**src/rtl/alu_4bit_pkg.sv**
```systemverilog
// ---------------------------------------------------------------------------
// alu_4bit_pkg
// Shared definitions for the 4-bit ALU and its two-port arbiter:
//   - opcode encodings OP_ADD .. OP_NOT (110/111 are illegal)
//   - arb_state_t : arbiter FSM states IDLE / EXEC / RESP
//   - alu_rsp_t   : registered response (result, carry, zero, err)
//   - is_illegal_op() : flags the two unused opcodes
// ---------------------------------------------------------------------------
package alu_4bit_pkg;

    localparam int ALU_DATA_W = 4;
    localparam int ALU_OP_W   = 3;

    localparam logic [ALU_OP_W-1:0] OP_ADD = 3'b000;
    localparam logic [ALU_OP_W-1:0] OP_SUB = 3'b001;
    localparam logic [ALU_OP_W-1:0] OP_AND = 3'b010;
    localparam logic [ALU_OP_W-1:0] OP_OR  = 3'b011;
    localparam logic [ALU_OP_W-1:0] OP_XOR = 3'b100;
    localparam logic [ALU_OP_W-1:0] OP_NOT = 3'b101;

    typedef enum logic [1:0] {
        IDLE = 2'd0,
        EXEC = 2'd1,
        RESP = 2'd2
    } arb_state_t;

    typedef struct packed {
        logic [ALU_DATA_W-1:0] result;
        logic                  carry;
        logic                  zero;
        logic                  err;
    } alu_rsp_t;

    // 110 and 111 are the only codes with both upper bits set.
    function automatic logic is_illegal_op(input logic [ALU_OP_W-1:0] op);
        return op[2] & op[1];
    endfunction

endpackage

```
**src/rtl/alu_4bit_arbiter_if.sv**
```systemverilog
// ---------------------------------------------------------------------------
// alu_4bit_arbiter_if
// Command and response bundle between two requesters and alu_4bit_arbiter.
//   req_valid[1:0] / req_ready[1:0] : per-port command handshake
//   req0_a/b/op, req1_a/b/op        : per-port operands and opcode
//   rsp_valid[1:0] / rsp_ready[1:0] : one-hot response handshake
//   rsp_result/carry/zero/err       : registered response fields
// Modports: master = requester side, slave = arbiter side.
// ---------------------------------------------------------------------------
interface alu_4bit_arbiter_if #(
    parameter int DATA_W = 4,
    parameter int OP_W   = 3
);
    logic [1:0]        req_valid;
    logic [1:0]        req_ready;
    logic [DATA_W-1:0] req0_a;
    logic [DATA_W-1:0] req0_b;
    logic [OP_W-1:0]   req0_op;
    logic [DATA_W-1:0] req1_a;
    logic [DATA_W-1:0] req1_b;
    logic [OP_W-1:0]   req1_op;
    logic [1:0]        rsp_valid;
    logic [1:0]        rsp_ready;
    logic [DATA_W-1:0] rsp_result;
    logic              rsp_carry;
    logic              rsp_zero;
    logic              rsp_err;

    modport master (
        output req_valid, req0_a, req0_b, req0_op, req1_a, req1_b, req1_op, rsp_ready,
        input  req_ready, rsp_valid, rsp_result, rsp_carry, rsp_zero, rsp_err
    );

    modport slave (
        input  req_valid, req0_a, req0_b, req0_op, req1_a, req1_b, req1_op, rsp_ready,
        output req_ready, rsp_valid, rsp_result, rsp_carry, rsp_zero, rsp_err
    );
endinterface

```
**src/rtl/alu_4bit.sv**
```systemverilog
// ---------------------------------------------------------------------------
// alu_4bit
// Combinational 4-bit ALU.
//   A, B     in  4 : operands (B ignored for NOT)
//   Op       in  3 : opcode, see alu_4bit_pkg
//   Result   out 4 : operation result
//   CarryOut out 1 : carry for ADD, borrow for SUB, 0 otherwise
//   ZeroFlag out 1 : Result == 0
// ---------------------------------------------------------------------------
module alu_4bit
    import alu_4bit_pkg::*;
(
    input  logic [3:0] A,
    input  logic [3:0] B,
    input  logic [2:0] Op,
    output logic [3:0] Result,
    output logic       CarryOut,
    output logic       ZeroFlag
);

    // Bit 4 holds the carry (ADD) or the wrapped borrow (SUB, set when A < B).
    logic [4:0] wide;

    always_comb begin
        wide = '0;
        case (Op)
            OP_ADD:  wide = {1'b0, A} + {1'b0, B};
            OP_SUB:  wide = {1'b0, A} - {1'b0, B};
            OP_AND:  wide = {1'b0, A & B};
            OP_OR:   wide = {1'b0, A | B};
            OP_XOR:  wide = {1'b0, A ^ B};
            OP_NOT:  wide = {1'b0, ~A};
            default: wide = '0;
        endcase
    end

    assign Result   = wide[3:0];
    assign CarryOut = wide[4];
    assign ZeroFlag = (wide[3:0] == 4'd0);

endmodule

```
**src/rtl/alu_rr_arb2.sv**
```systemverilog
// ---------------------------------------------------------------------------
// alu_rr_arb2
// Pure combinational 2-way arbiter.
//   valid_i[1:0]  in  : per-port request
//   last_grant_i  in  : port that won the previous transaction
//   grant_o[1:0]  out : one-hot grant (zero when nothing is valid)
//   grant_id_o    out : index of the granted port
// Macro ALU_ARB_RR_EN: defined -> round-robin on ties (the port that is not
// last_grant_i wins); undefined -> fixed priority, port 0 wins ties and
// last_grant_i is ignored.
// ---------------------------------------------------------------------------
module alu_rr_arb2 (
    input  logic [1:0] valid_i,
    input  logic       last_grant_i,
    output logic [1:0] grant_o,
    output logic       grant_id_o
);

`ifdef ALU_ARB_RR_EN
    always_comb begin
        grant_id_o = 1'b0;
        if (valid_i == 2'b11) begin
            grant_id_o = ~last_grant_i;
        end else begin
            grant_id_o = valid_i[1];
        end
        grant_o = 2'b00;
        if (|valid_i) begin
            grant_o[grant_id_o] = 1'b1;
        end
    end
`else
    logic unused_last_grant;
    assign unused_last_grant = last_grant_i;

    always_comb begin
        grant_id_o = valid_i[1] & ~valid_i[0];
        grant_o    = 2'b00;
        if (|valid_i) begin
            grant_o[grant_id_o] = 1'b1;
        end
    end
`endif

endmodule

```
**src/rtl/alu_4bit_arbiter.sv**
```systemverilog
// ---------------------------------------------------------------------------
// alu_4bit_arbiter
// Shares one alu_4bit between two requesters. One transaction in flight:
// IDLE accepts the arbitration winner, EXEC registers the ALU output (or the
// fixed illegal-op response), RESP holds the one-hot response until the
// destination port accepts it.
// Ports:
//   clk   in : clock, rising edge
//   rst_n in : asynchronous active-low reset
//   bus   slave modport of alu_4bit_arbiter_if (command + response bundle)
// Macro ALU_ARB_RR_EN: defined -> round-robin with a last_grant register;
// undefined -> fixed priority to port 0, no last_grant register.
// ---------------------------------------------------------------------------
module alu_4bit_arbiter
    import alu_4bit_pkg::*;
#(
    parameter int DATA_W = 4,
    parameter int OP_W   = 3
) (
    input  logic              clk,
    input  logic              rst_n,
    alu_4bit_arbiter_if.slave bus
);

    arb_state_t        state_q, state_d;
    logic [DATA_W-1:0] a_q, a_d;
    logic [DATA_W-1:0] b_q, b_d;
    logic [OP_W-1:0]   op_q, op_d;
    logic              id_q, id_d;
    alu_rsp_t          rsp_q, rsp_d;

    logic [1:0]        grant;
    logic              grant_id;
    logic              last_grant;
    logic [1:0]        req_ready;

    logic [DATA_W-1:0] alu_result;
    logic              alu_carry;
    logic              alu_zero;

    alu_rr_arb2 u_arb (
        .valid_i      (bus.req_valid),
        .last_grant_i (last_grant),
        .grant_o      (grant),
        .grant_id_o   (grant_id)
    );

    // The ALU only ever sees the latched command, so its inputs are stable
    // through EXEC regardless of what the requesters do after the handshake.
    alu_4bit u_alu (
        .A        (a_q),
        .B        (b_q),
        .Op       (op_q),
        .Result   (alu_result),
        .CarryOut (alu_carry),
        .ZeroFlag (alu_zero)
    );

`ifdef ALU_ARB_RR_EN
    logic last_grant_q, last_grant_d;

    always_comb begin
        last_grant_d = last_grant_q;
        if ((state_q == IDLE) && (|bus.req_valid)) begin
            last_grant_d = grant_id;
        end
    end

    // Reset value 1 lets port 0 win the first tie.
    always_ff @(posedge clk or negedge rst_n) begin
        if (!rst_n) begin
            last_grant_q <= 1'b1;
        end else begin
            last_grant_q <= last_grant_d;
        end
    end

    assign last_grant = last_grant_q;
`else
    assign last_grant = 1'b1;
`endif

    always_comb begin
        state_d   = state_q;
        a_d       = a_q;
        b_d       = b_q;
        op_d      = op_q;
        id_d      = id_q;
        rsp_d     = rsp_q;
        req_ready = 2'b00;
        case (state_q)
            IDLE: begin
                // grant is non-zero exactly when some port is valid, so any
                // valid request is a handshake this cycle.
                req_ready = grant;
                if (|bus.req_valid) begin
                    id_d = grant_id;
                    if (grant_id) begin
                        a_d  = bus.req1_a;
                        b_d  = bus.req1_b;
                        op_d = bus.req1_op;
                    end else begin
                        a_d  = bus.req0_a;
                        b_d  = bus.req0_b;
                        op_d = bus.req0_op;
                    end
                    state_d = EXEC;
                end
            end
            EXEC: begin
                if (is_illegal_op(op_q)) begin
                    rsp_d.result = '0;
                    rsp_d.carry  = 1'b0;
                    rsp_d.zero   = 1'b1;
                    rsp_d.err    = 1'b1;
                end else begin
                    rsp_d.result = alu_result;
                    rsp_d.carry  = alu_carry;
                    rsp_d.zero   = alu_zero;
                    rsp_d.err    = 1'b0;
                end
                state_d = RESP;
            end
            RESP: begin
                if (bus.rsp_ready[id_q]) begin
                    state_d = IDLE;
                end
            end
            default: state_d = IDLE;
        endcase
    end

    always_ff @(posedge clk or negedge rst_n) begin
        if (!rst_n) begin
            state_q <= IDLE;
            a_q     <= '0;
            b_q     <= '0;
            op_q    <= '0;
            id_q    <= 1'b0;
            rsp_q   <= '0;
        end else begin
            state_q <= state_d;
            a_q     <= a_d;
            b_q     <= b_d;
            op_q    <= op_d;
            id_q    <= id_d;
            rsp_q   <= rsp_d;
        end
    end

    assign bus.req_ready  = req_ready;
    assign bus.rsp_valid  = (state_q == RESP) ? {id_q, ~id_q} : 2'b00;
    assign bus.rsp_result = rsp_q.result;
    assign bus.rsp_carry  = rsp_q.carry;
    assign bus.rsp_zero   = rsp_q.zero;
    assign bus.rsp_err    = rsp_q.err;

endmodule

```
**src/flat_wrapper.sv**
```systemverilog
// flat-port wrapper written by rule: the top's interface ports become plain ports
module alu_4bit_arbiter_flat import alu_4bit_pkg::*;
#(
    parameter int DATA_W = 4,
    parameter int OP_W   = 3
)
  (clk, rst_n, bus_req_valid, bus_req0_a, bus_req0_b, bus_req0_op, bus_req1_a, bus_req1_b, bus_req1_op, bus_rsp_ready, bus_req_ready, bus_rsp_valid, bus_rsp_result, bus_rsp_carry, bus_rsp_zero, bus_rsp_err);
  alu_4bit_arbiter_if #(.DATA_W(DATA_W), .OP_W(OP_W)) bus_i ();
  input  logic clk;
  input  logic rst_n;
  input wire logic [$bits(bus_i.req_valid)-1:0] bus_req_valid;
  input wire logic [$bits(bus_i.req0_a)-1:0] bus_req0_a;
  input wire logic [$bits(bus_i.req0_b)-1:0] bus_req0_b;
  input wire logic [$bits(bus_i.req0_op)-1:0] bus_req0_op;
  input wire logic [$bits(bus_i.req1_a)-1:0] bus_req1_a;
  input wire logic [$bits(bus_i.req1_b)-1:0] bus_req1_b;
  input wire logic [$bits(bus_i.req1_op)-1:0] bus_req1_op;
  input wire logic [$bits(bus_i.rsp_ready)-1:0] bus_rsp_ready;
  output wire logic [$bits(bus_i.req_ready)-1:0] bus_req_ready;
  output wire logic [$bits(bus_i.rsp_valid)-1:0] bus_rsp_valid;
  output wire logic [$bits(bus_i.rsp_result)-1:0] bus_rsp_result;
  output wire logic [$bits(bus_i.rsp_carry)-1:0] bus_rsp_carry;
  output wire logic [$bits(bus_i.rsp_zero)-1:0] bus_rsp_zero;
  output wire logic [$bits(bus_i.rsp_err)-1:0] bus_rsp_err;
  assign bus_i.req_valid = bus_req_valid;
  assign bus_i.req0_a = bus_req0_a;
  assign bus_i.req0_b = bus_req0_b;
  assign bus_i.req0_op = bus_req0_op;
  assign bus_i.req1_a = bus_req1_a;
  assign bus_i.req1_b = bus_req1_b;
  assign bus_i.req1_op = bus_req1_op;
  assign bus_i.rsp_ready = bus_rsp_ready;
  assign bus_req_ready = bus_i.req_ready;
  assign bus_rsp_valid = bus_i.rsp_valid;
  assign bus_rsp_result = bus_i.rsp_result;
  assign bus_rsp_carry = bus_i.rsp_carry;
  assign bus_rsp_zero = bus_i.rsp_zero;
  assign bus_rsp_err = bus_i.rsp_err;
  alu_4bit_arbiter #(.DATA_W(DATA_W), .OP_W(OP_W)) u_core (.clk(clk), .rst_n(rst_n), .bus(bus_i));
endmodule
```
**config.mk**
```make
export PLATFORM = sky130hd
export DESIGN_NAME = alu_4bit_arbiter_flat
export DESIGN_NICKNAME = d
export VERILOG_FILES = /design/src/rtl/alu_4bit_pkg.sv /design/src/rtl/alu_4bit_arbiter_if.sv /design/src/rtl/alu_4bit.sv /design/src/rtl/alu_rr_arb2.sv /design/src/rtl/alu_4bit_arbiter.sv /design/src/flat_wrapper.sv
export SDC_FILE = /design/constraint.sdc
export NUM_CORES = 1
export LEC_CHECK = 0
export BUFFER_PORTS_ARGS = -buffer_cell sky130_fd_sc_hd__buf_2
export CAP_MARGIN = 15
export CORE_ASPECT_RATIO = 1.25
export CORE_UTILIZATION = 50
export CTS_BUF_LIST = sky130_fd_sc_hd__clkbuf_2 sky130_fd_sc_hd__clkbuf_4 sky130_fd_sc_hd__clkbuf_8
export DETAILED_ROUTE_END_ITERATION = 8
export PLACE_DENSITY = 0.76
export SLEW_MARGIN = 30
export SYNTH_ARGS = -nofsm -noshare
export SYNTH_HDL_FRONTEND = slang
export SYNTH_SLANG_ARGS = --single-unit
```
**constraint.sdc**
```tcl
create_clock -name clk -period 4.4 [get_ports clk]
set_clock_uncertainty 0.15 [all_clocks]
set_input_delay 0.88 -clock clk [delete_from_list [all_inputs] [get_ports clk]]
set_output_delay 0.88 -clock clk [all_outputs]
set_load 0.01 [all_outputs]
```
# ---- Yosys cells after proc, flatten, opt, wreduce, memory -nomap -nowiden
# Index checks and enable logic that the tools add are counted.
# W data, S select, Z words.
dict set report classes {
  n_lt_le_gt_ge 3
  add_sub_neg 2
  reduce_logical 7
  muxes 15
  eq_ne 9
  bitwise_logic 8
}
# op n
set op_table {}
lappend op_table {{$pmux W5 S6} 1}
lappend op_table {{$mux W2} 5}
lappend op_table {{$mux W4} 2}
lappend op_table {{$mux W7} 1}
lappend op_table {{$eq A3 B2 Y1 const B} 2}
lappend op_table {{$eq A3 B3 Y1 const B} 2}
lappend op_table {{$pmux W2 S3} 1}
lappend op_table {{$add A4 B4 Y5} 1}
lappend op_table {{$sub A4 B4 Y5} 1}
lappend op_table {{$and A4 B4 Y4} 1}
lappend op_table {{$logic_not A4 Y1} 1}
lappend op_table {{$lt A1 B2 Y1 const B} 2}
lappend op_table {{$ne A2 B1 Y1 const B} 2}
lappend op_table {{$not A4 Y4} 1}
lappend op_table {{$or A4 B4 Y4} 1}
lappend op_table {{$reduce_and A2 Y1} 2}
lappend op_table {{$xor A4 B4 Y4} 1}
lappend op_table {{$eq A3 B1 Y1 const B} 1}
lappend op_table {{$logic_not A3 Y1} 1}
lappend op_table {{$mux W1} 3}
lappend op_table {{$mux W3} 1}
lappend op_table {{$and A1 B1 Y1} 2}
lappend op_table {{$eq A2 B1 Y1 const B} 1}
lappend op_table {{$eq A2 B2 Y1 const B} 1}
lappend op_table {{6 further kinds} 7}
dict set report word_totals {
  reg_bits 21
  output_inout_bits 11
  elab_cells 53
  in_bits 28
}

# ---- Longest topological paths before layout
# Gate-level depths: netlist (run 1).
dict set report depth {
  depth_word 8
  ltp_mapped 10
  mapped_depth_nobuf 10
}

# ---- By module
# A second synthesis (run 1) with hierarchy kept.
dict set report hier_totals {
  cells_unflattened 144
  hier_area_um2 1488.9
}
# mod seq_area_each_um2 cells_per_inst instances area_each_um2
set by_module_without_submodules {}
lappend by_module_without_submodules {alu_4bit_arbiter 525.5 71 1 965.9}
lappend by_module_without_submodules {alu_4bit 0.0 70 1 505.5}
lappend by_module_without_submodules {alu_rr_arb2 0.0 3 1 17.5}

# ---- Worst setup path after synthesis (run 1)
# No wires, ideal clock.
dict set report synth_path {
  path_type {register to register}
  startpoint {reg u_core.op_q[1]}
  endpoint {reg u_core.rsp_q (netlist bit u_core.bus.rsp_zero)}
  stages_incl_launch_ff 11
  path_slack_ps 1956
  arrival_ps 2214
  required_time_ps 4170
  cell_sequence {dfrtp_1 -> buf_2 -> nor2_1 -> nand2_1 -> mux2i_1 -> fa_1 -> inv_1 -> o22ai_1 -> a221oi_2 -> a31oi_1 -> nor3_2}
}
dict set report synth_between {
  elab_chain_cells 4
  elab_cells_between_ends 10
  cone_classes {eq/ne (5); mux (2); bitwise (1); reduce/logical (2)}
}
# item line
set synth_lines {}
lappend synth_lines {{from (decl)} alu_4bit_arbiter.sv:28} ;# logic [OP_W-1:0] op_q, op_d;
lappend synth_lines {{from (signal assigned)} alu_4bit_arbiter.sv:145} ;# op_q <= op_d;
lappend synth_lines {{$eq A3 B3 Y1 (tied with other cells)} alu_4bit.sv:26} ;# case (Op)
lappend synth_lines {{$pmux W5 S6} alu_4bit.sv:26}
lappend synth_lines {{$logic_not A4 Y1} alu_4bit.sv:39} ;# assign ZeroFlag = (wide[3:0] == 4'd0);
lappend synth_lines {{$mux W7 (*)} alu_4bit_arbiter.sv:111} ;# if (is_illegal_op(op_q)) begin
lappend synth_lines {{to (signal assigned)} alu_4bit_arbiter.sv:147} ;# rsp_q <= rsp_d;
lappend synth_lines {{to (decl)} alu_4bit_arbiter.sv:30} ;# alu_rsp_t rsp_q, rsp_d;
# Mark *: on every way between the ends. The rest lies on a longest branch, timed or not.
# A chain may end at the register's enable or synchronous reset.

# ---- Worst setup path in the final report (run 1)
# Same ends and word-level chain as after synthesis.

==> results of run 1 <==
[path summary, 6_finish.rpt]
| kind | end | slack, ns | from |
|---|---|---|---|
| setup reg to reg | u_core.bus.rsp_zero | 1.72 | u_core.op_q[1] |
| setup / recovery | u_core.bus.rsp_zero | 1.72 | u_core.op_q[1] |
| min in group asynchronous | u_core.op_q[0] | 0.37 | rst_n |
| max in group asynchronous | u_core.op_q[2] | 3.41 | rst_n |
| hold / removal | u_core.bus.rsp_result[3] | 0.34 | u_core.bus.rsp_result[3] |
| hold reg to reg | u_core.bus.rsp_result[3] | 0.34 | u_core.bus.rsp_result[3] |
[per-stage QoR]
| stage | hold slack (ns) | area, sq um |
|---|---|---|
| 2_1_floorplan | 0.3277 | 1456 |
| 3_3_place_gp | 0.3083 | 1653 |
| 3_5_place_dp | 0.3180 | 1657 |
| 4_1_cts | 0.3469 | 1684 |
| 5_1_grt | 0.3675 | 1684 |
| 6_report | 0.3414 | 1684 |
[state kept, by name (all words and copies together), names as in the netlist]
signal / count
u_core.a_q: 4
u_core.b_q: 4
u_core.bus.rsp_result: 4
u_core.op_q: 3
u_core.state_q: 2
u_core.bus.rsp_carry: 1
u_core.bus.rsp_err: 1
u_core.bus.rsp_zero: 1
u_core.id_q: 1
[logic make-up (layout without fill, tap and decap cells)]
| family | count (synthesis) | after routing | share of synthesized area |
|---|---|---|---|
| and+or+nand+nor | 47 | 47 | 0.1538 |
| AOI/OAI and AO/OA | 40 | 40 | 0.1667 |
| muxes | 14 | 14 | 0.1005 |
| buffers and inverters | 22 | 58 | 0.06872 |
| DFF | 21 | 21 | 0.3608 |
| adders and majority gates | 14 | 14 | 0.1254 |
| xor gates and xnor gates | 4 | 4 | 0.02406 |
[area by class of cell]
class                   count  area share
clock buffers               3     0.01337
clock inverters             1    0.002972
inverters                  15     0.03343
multi-input cells         119      0.4955
flip-flops and latches     21      0.3120
well taps                  34     0.02526
repair buffers             39      0.1174
[critical path: stages, from the launching register on]
cell and delay [ns]:
sky130_fd_sc_hd__dfrtp_1 0.51, sky130_fd_sc_hd__nor2_1 0.30, sky130_fd_sc_hd__nand2_1 0.13, sky130_fd_sc_hd__mux2i_1 0.29
sky130_fd_sc_hd__fa_1 0.46, sky130_fd_sc_hd__inv_1 0.06, sky130_fd_sc_hd__o22ai_1 0.09, sky130_fd_sc_hd__a221oi_2 0.31
sky130_fd_sc_hd__a31oi_1 0.13, sky130_fd_sc_hd__nor3_2 0.16
[layer usage]
layer	part of all wire	global-route usage	vias up
met3	0.030	0.02941	10
met5	0	0	-
met1	0.44	0.2523	571
met2	0.50	0.3717	31
li1	-	-	624
met4	0.034	0.1286	0
[placed cells by master, fill, tap and decap left out, types with 2 or more instances in the layout]
master,count
sky130_fd_sc_hd__xor2_1,2
sky130_fd_sc_hd__xnor2_1,2
sky130_fd_sc_hd__a31oi_1,3
sky130_fd_sc_hd__and2_1,3
sky130_fd_sc_hd__o21ai_1,2
sky130_fd_sc_hd__buf_2,38
sky130_fd_sc_hd__mux2i_1,12
sky130_fd_sc_hd__nor2_1,10
sky130_fd_sc_hd__o22ai_1,2
sky130_fd_sc_hd__nor2b_1,2
sky130_fd_sc_hd__nand2_1,20
sky130_fd_sc_hd__ha_1,13
sky130_fd_sc_hd__a21o_1,2
sky130_fd_sc_hd__clkbuf_4,3
sky130_fd_sc_hd__dfrtp_1,21
sky130_fd_sc_hd__inv_1,15
sky130_fd_sc_hd__o21ai_0,16
sky130_fd_sc_hd__nand2b_1,7
sky130_fd_sc_hd__a21oi_1,7
[power by group]
group          switching [W]  internal, W
clock              0.0000593    0.0000339
combinational       0.000422     0.000358
sequential          0.000117     0.000285
==> summary.md, run 1 <==
| Metric | Value |
|---|---|
| Final setup slack of the worst path | `1.715 ns` |
| Unrepaired setup endpoints after global routing | `false` |
| Antenna Cells | `0` |
| Number of cells produced by synthesis | `162` |
| Maximum number of pins on one net before global-route repair | `24` |
| Std-Cell Core Area | `2733 sq um` |
| Port Buffer Count | `38` |
| Largest area contributor in the netlist | `sky130_fd_sc_hd__dfrtp_1` |
| Reg area | `525.5 sq um` |
| Inst Count DP | `228` |
| Slew at the pin closest to its max-slew limit | `0.7526 ns` |
| Setup CP Type | `reg -> reg` |
| Final Hold Fails | `0` |
| Sequential fraction of the synthesis area | `0.3608` |
| Clock latency reported for the late side of the worst-skew pair | `0.30 ns` |
| Data arrival time of the worst path | `2.77 ns` |
| Sinks on the clock net | `21` |
| Hold_buf cts | `0` |
| Max transition margin | `0.4982` |
| Buffer type at the clock tree root | `sky130_fd_sc_hd__clkbuf_4` |
| Average vias per placed instance | `5.328` |
| Fin nets | `241` |
| CP Capture Type | `register` |
| Total power density per cell area | `757.0 nW/um^2` |
| Area contributors post-synth | `sky130_fd_sc_hd__dfrtp_1 (36%), sky130_fd_sc_hd__ha_1 (11%), sky130_fd_sc_hd__mux2i_1 (8.2%)` |
| Number of primary I/O pins | `39` |
| Overall Power | `0.001275 W` |
| Flip-flop and latch count after synthesis | `21` |
| Vertical die dimension | `62.34 microns` |
| Clock transition at path regs | `0.12 ns` |
| Leading cell types by count after synthesis | `sky130_fd_sc_hd__dfrtp_1 (21), sky130_fd_sc_hd__nand2_1 (20), sky130_fd_sc_hd__o21ai_0 (17)` |
| Top FF cell, synth | `sky130_fd_sc_hd__dfrtp_1` |
| Avg Cell Area, Syn | `8.990 sq um` |
| Estimated wirelength of the detail-placed design | `2.280 mm` |
| First-pass DRT Iterations | `4` |
| Worst EP required | `4.49 ns` |
| Post-synthesis instance area | `1456 sq um` |
| Fraction of registers with async set or reset after synthesis | `1.000` |
| Outcome | `completed` |
| Final RePlAce weighted congestion | `0.8667` |
| Layout overhead on the synthesized area | `15.64%` |
| Via count of the routed design | `1236` |
| Type of the worst min-delay path | `reg -> reg` |
| Vias in the first global route | `1232` |
| Post-cts gate resize count | `0` |
| Starting Density | `0.5330` |
| Count of max-cap constraint violations | `0` |
| Filler cell count in the final layout | `246` |
| Routed wire length | `2.834 mm` |
| Final core occ | `0.6163` |
| Full die area | `3134 sq um` |
| VDD IR-drop max | `0.0003925 V` |
| Cell depth of the worst hold path | `1` |
| Most frequently used cell type in the post-synthesis netlist | `sky130_fd_sc_hd__dfrtp_1` |
| Total gr overflow | `0` |
| Maximum fanout count along the critical path | `12` |
| Final setup violation count | `0` |
| Final max-slew violation count | `0` |
| Antenna violations before repair | `0` |
| Wire length of the first global-routing pass | `5.181 mm` |
| Worst setup timing slack at the placement stage | `1.720 ns` |
| Logic depth of the worst register-to-register path | `9` |
| Total number of placement rows | `21` |
| Antenna Violating Nets Remaining | `0` |
| Final std cells w/o fill | `232` |
| Global routing usage summed across all routing layers | `0.2182` |
| Max Root-Sink Buffers | `2` |
| Period utilisation layout | `0.6102` |
| Area fraction of the dominant cell type after synthesis | `0.3608` |
| Total Neg Setup Slack | `0 ns` |
| Violation count after the first detailed-routing iteration | `20` |
| Number of synthesized flops with an enable pin | `0` |
| Area of the multi-input gates | `834.6 sq um` |
| Clock tree from TritonCTS | `yes` |
| Type of element launching the critical path | `register` |
| Nets in the synthesized netlist | `204` |
| Warnings from Yosys | `0` |
| Distinct cell type count after synthesis | `36` |
| DRC viols | `0` |
| Number of buffers created by CTS | `3` |
| Max H-tree Level | `1` |
| Leakage dissipation | `0.8523 nW` |
| Maximum achievable frequency | `372.5 MHz` |
| Fraction of layout instances using a drive strength above 1 | `0.2424` |
| Setup bufs post-CTS | `0` |
| X dimension of the die | `50.27 microns` |
| Final worst path period need | `2.685 ns` |
| DR WL/cell | `12.22 microns` |
Note: power is estimated with default switching activity, not from simulation.
==> run 2, diff against run 1 <==
- CORE_UTILIZATION: 50 -> 49
- PLACE_DENSITY: 0.76 -> 0.78
- clock period: 4.4 -> 2.2 ns (I/O delays scaled with it)
==> run 2 against run 1 <==
  * The flow now finishes with violations (negative setup slack)
  * Sequential power up 87%
  * Clock power up 130%
  * Maximum frequency increased by 16%
  * Largest cell class unchanged
  * Highest routed layer unchanged
==> summary.md, run 2 (synthesis results as in run 1) <==
| Metric | Value |
|---|---|
| Outcome | `finished with violations` |
| Failing checks | `negative setup slack` |
| Cell depth of the worst hold path | `3` |
| DRC viols | `0` |
| Unrepaired setup endpoints after global routing | `true` |
| Capture point of the worst reg-to-reg path | `u_core.bus.rsp_zero` |
| Most common library cell in the layout ignoring fill and taps | `sky130_fd_sc_hd__buf_2` |
| Sinks on the clock net | `21` |
| First-pass DRT Iterations | `4` |
| DR WL/cell | `13.55 microns` |
| Total number of placement rows | `21` |
| DR WL met2 | `1.763 mm` |
| Starting Density | `0.5279` |
| VDD IR-drop max | `0.0008630 V` |
| Maximum achievable frequency | `432.4 MHz` |
| Period utilisation layout | `1.051` |
| Maximum number of pins on one net before global-route repair | `24` |
| Area of the multi-input gates | `933.4 sq um` |
| Relative contribution of combinational cells to total power | `0.694` |
| HP Start | `bus_req0_b[0]` |
| Top routing layer in use | `met4` |
| Clock latency reported for the late side of the worst-skew pair | `0.32 ns` |
| Wire length of the first global-routing pass | `5.492 mm` |
| Crit-path slowest cell | `sky130_fd_sc_hd__dfrtp_1` |
| Final RePlAce weighted congestion | `0.9603` |
| Total gr overflow | `0` |
| Fin nets | `252` |
| Antenna Cells | `0` |
| Worst path cell trace | `nor2_4 > nand2_4 > mux2i_4 > buf_4 > ha_4 > nand3_2 > a2111o_1 > a31oi_4 > nor3_2` |
| Estimated wirelength of the detail-placed design | `2.485 mm` |
| Met3 routed WL | `87 microns` |
| Data arrival time of the worst path | `2.38 ns` |
| Layout overhead on the synthesized area | `28.44%` |
| Final worst path period need | `2.313 ns` |
| Flop2flop setup slack | `-0.11 ns` |
| Type of the worst min-delay path | `in -> reg` |
| Vias in the first global route | `1270` |
| Switching share of power | `0.4735` |
| Type of element launching the critical path | `register` |
| Setup CP Type | `reg -> reg` |
| Max Root-Sink Buffers | `2` |
| Final max-slew violation count | `0` |
| Logic depth of the worst register-to-register path | `9` |
| Vertical die dimension | `62.96 microns` |
| Antenna Violating Nets Remaining | `0` |
| Startpoint of the most critical register-to-register path | `u_core.op_q[2]` |
| Commonest non-fill, non-tap cells in the layout | `sky130_fd_sc_hd__buf_2 (38), sky130_fd_sc_hd__dfrtp_1 (21), sky130_fd_sc_hd__nand2_1 (19), sky130_fd_sc_hd__o21ai_0 (16), sky130_fd_sc_hd__inv_1 (13)` |
| Worst path max stage delay | `0.43 ns` |
| Antenna violations before repair | `0` |
| Min-Delay Endpoint | `u_core.b_q[0]` |
| Full die area | `3196 sq um` |
| Std-Cell Core Area | `2759 sq um` |
| Via count of the routed design | `1306` |
| Max transition margin | `0.6796` |
| Number of primary I/O pins | `39` |
| Clock tree from TritonCTS | `yes` |
| X dimension of the die | `50.76 microns` |
| Port Buffer Count | `38` |
| Max H-tree Level | `1` |
| Part of the power in registers | `0.238` |
| Hold Slack | `0.2401 ns` |
| Clock transition at path regs | `0.13 ns` |
| Violation count after the first detailed-routing iteration | `31` |
| Leakage dissipation | `0.9178 nW` |
| Final Hold Fails | `0` |
| Buffer type at the clock tree root | `sky130_fd_sc_hd__clkbuf_4` |
| Maximum fanout count along the critical path | `3` |
| Relative contribution of the clock network to total power | `0.068` |
| Fraction of layout instances using a drive strength above 1 | `0.3493` |
| Global routing usage summed across all routing layers | `0.2325` |
| Worst EP required | `2.27 ns` |
| Slew at the pin closest to its max-slew limit | `0.4806 ns` |
| CP Capture Type | `register` |
| Filler cell count in the final layout | `232` |
| Final setup violation count | `3` |
| Reg area | `525.5 sq um` |
| Int Pwr | `0.001659 W` |
| Average vias per placed instance | `5.374` |
| Count of max-cap constraint violations | `0` |
| Routed wire length | `3.293 mm` |
| Number of buffers created by CTS | `3` |
| Worst setup timing slack at the placement stage | `-0.1304 ns` |
| Total power density per cell area | `1684 nW/um^2` |
| Final setup slack of the worst path | `-0.1127 ns` |
| Psw | `0.001492 W` |
| DRT met1 WL | `1.345 mm` |
[run 2: per-layer routing]
layer  track usage  vias up
met1        0.2550      618
met3       0.03163        9
met4        0.1215        0
li1              -      646
met5             0        -
met2        0.4200       33
[run 2: through the flow]
stage | cell area (sq um) | TNS (ns) | power [W] | instances | util
floorplan | 1491 | -0.004837 | 0.002099 | 162 | -
global placement | 1747 | -0.07034 | 0.002468 | 237 | 0.6331
detailed placement | 1747 | -0.2151 | 0.002590 | 237 | 0.6331
CTS | 1857 | -0.2764 | 0.003043 | 243 | 0.6730
global route | 1871 | -0.4846 | 0.003409 | 243 | 0.6780
finish | 1871 | -0.2141 | 0.003151 | 243 | 0.6780
[run 2: power groups by stage]
stage                     sequential (W)  clock (W)  combinational (W)
after floorplan                 0.000733          0            0.00137
after global placement          0.000731          0            0.00174
after detailed placement        0.000746          0            0.00184
after CTS                       0.000746   0.000218            0.00208
after global routing            0.000772   0.000229            0.00241
final                           0.000750   0.000213            0.00219
[run 2: worst max-delay path by stage]
| stage | start | end | slack [ns] | depth (start not counted) |
|---|---|---|---|---|
| 6_report | u_core.op_q[2] | u_core.bus.rsp_zero | -0.11 | 9 |
| 5_1_grt | u_core.op_q[2] | u_core.bus.rsp_zero | -0.17 | 9 |
| 4_1_cts | u_core.op_q[1] | u_core.bus.rsp_zero | -0.16 | 9 |
| 3_5_place_dp | u_core.b_q[0] | u_core.bus.rsp_zero | -0.13 | 9 |
| 3_3_place_gp | u_core.b_q[0] | u_core.bus.rsp_zero | -0.04 | 9 |
| 2_1_floorplan | u_core.op_q[2] | u_core.bus.rsp_zero | -0.005 | 9 |
[run 2: final cells by class]
type | count | share of cell area
Multi-Input combinational cell | 119 | 0.4990
Sequential cell | 21 | 0.2809
Timing Repair Buffer | 50 | 0.1512
Inverter | 15 | 0.03010
Tap cell | 34 | 0.02274
Clock buffer | 4 | 0.01605
[run 2: critical path: cells and delay by family, from the launching register on]
family                     cells  cell delay, ns
DFF                            1            0.43
AOI/OAI and AO/OA              2            0.65
and+or+nand+nor                4            0.40
muxes                          1            0.20
adders and majority gates      1            0.25
buffers and inverters          1            0.14
[run 2: repair_timing]
item / 4_1_cts / 5_1_grt
pin swaps: 7 / 9
hold buffers: 1 / 0
buffers inserted: 1 / 0
resized for setup: 9 / 5
endpoints found under the hold margin: 21 / 0
endpoints found under the setup margin: 4 / 5
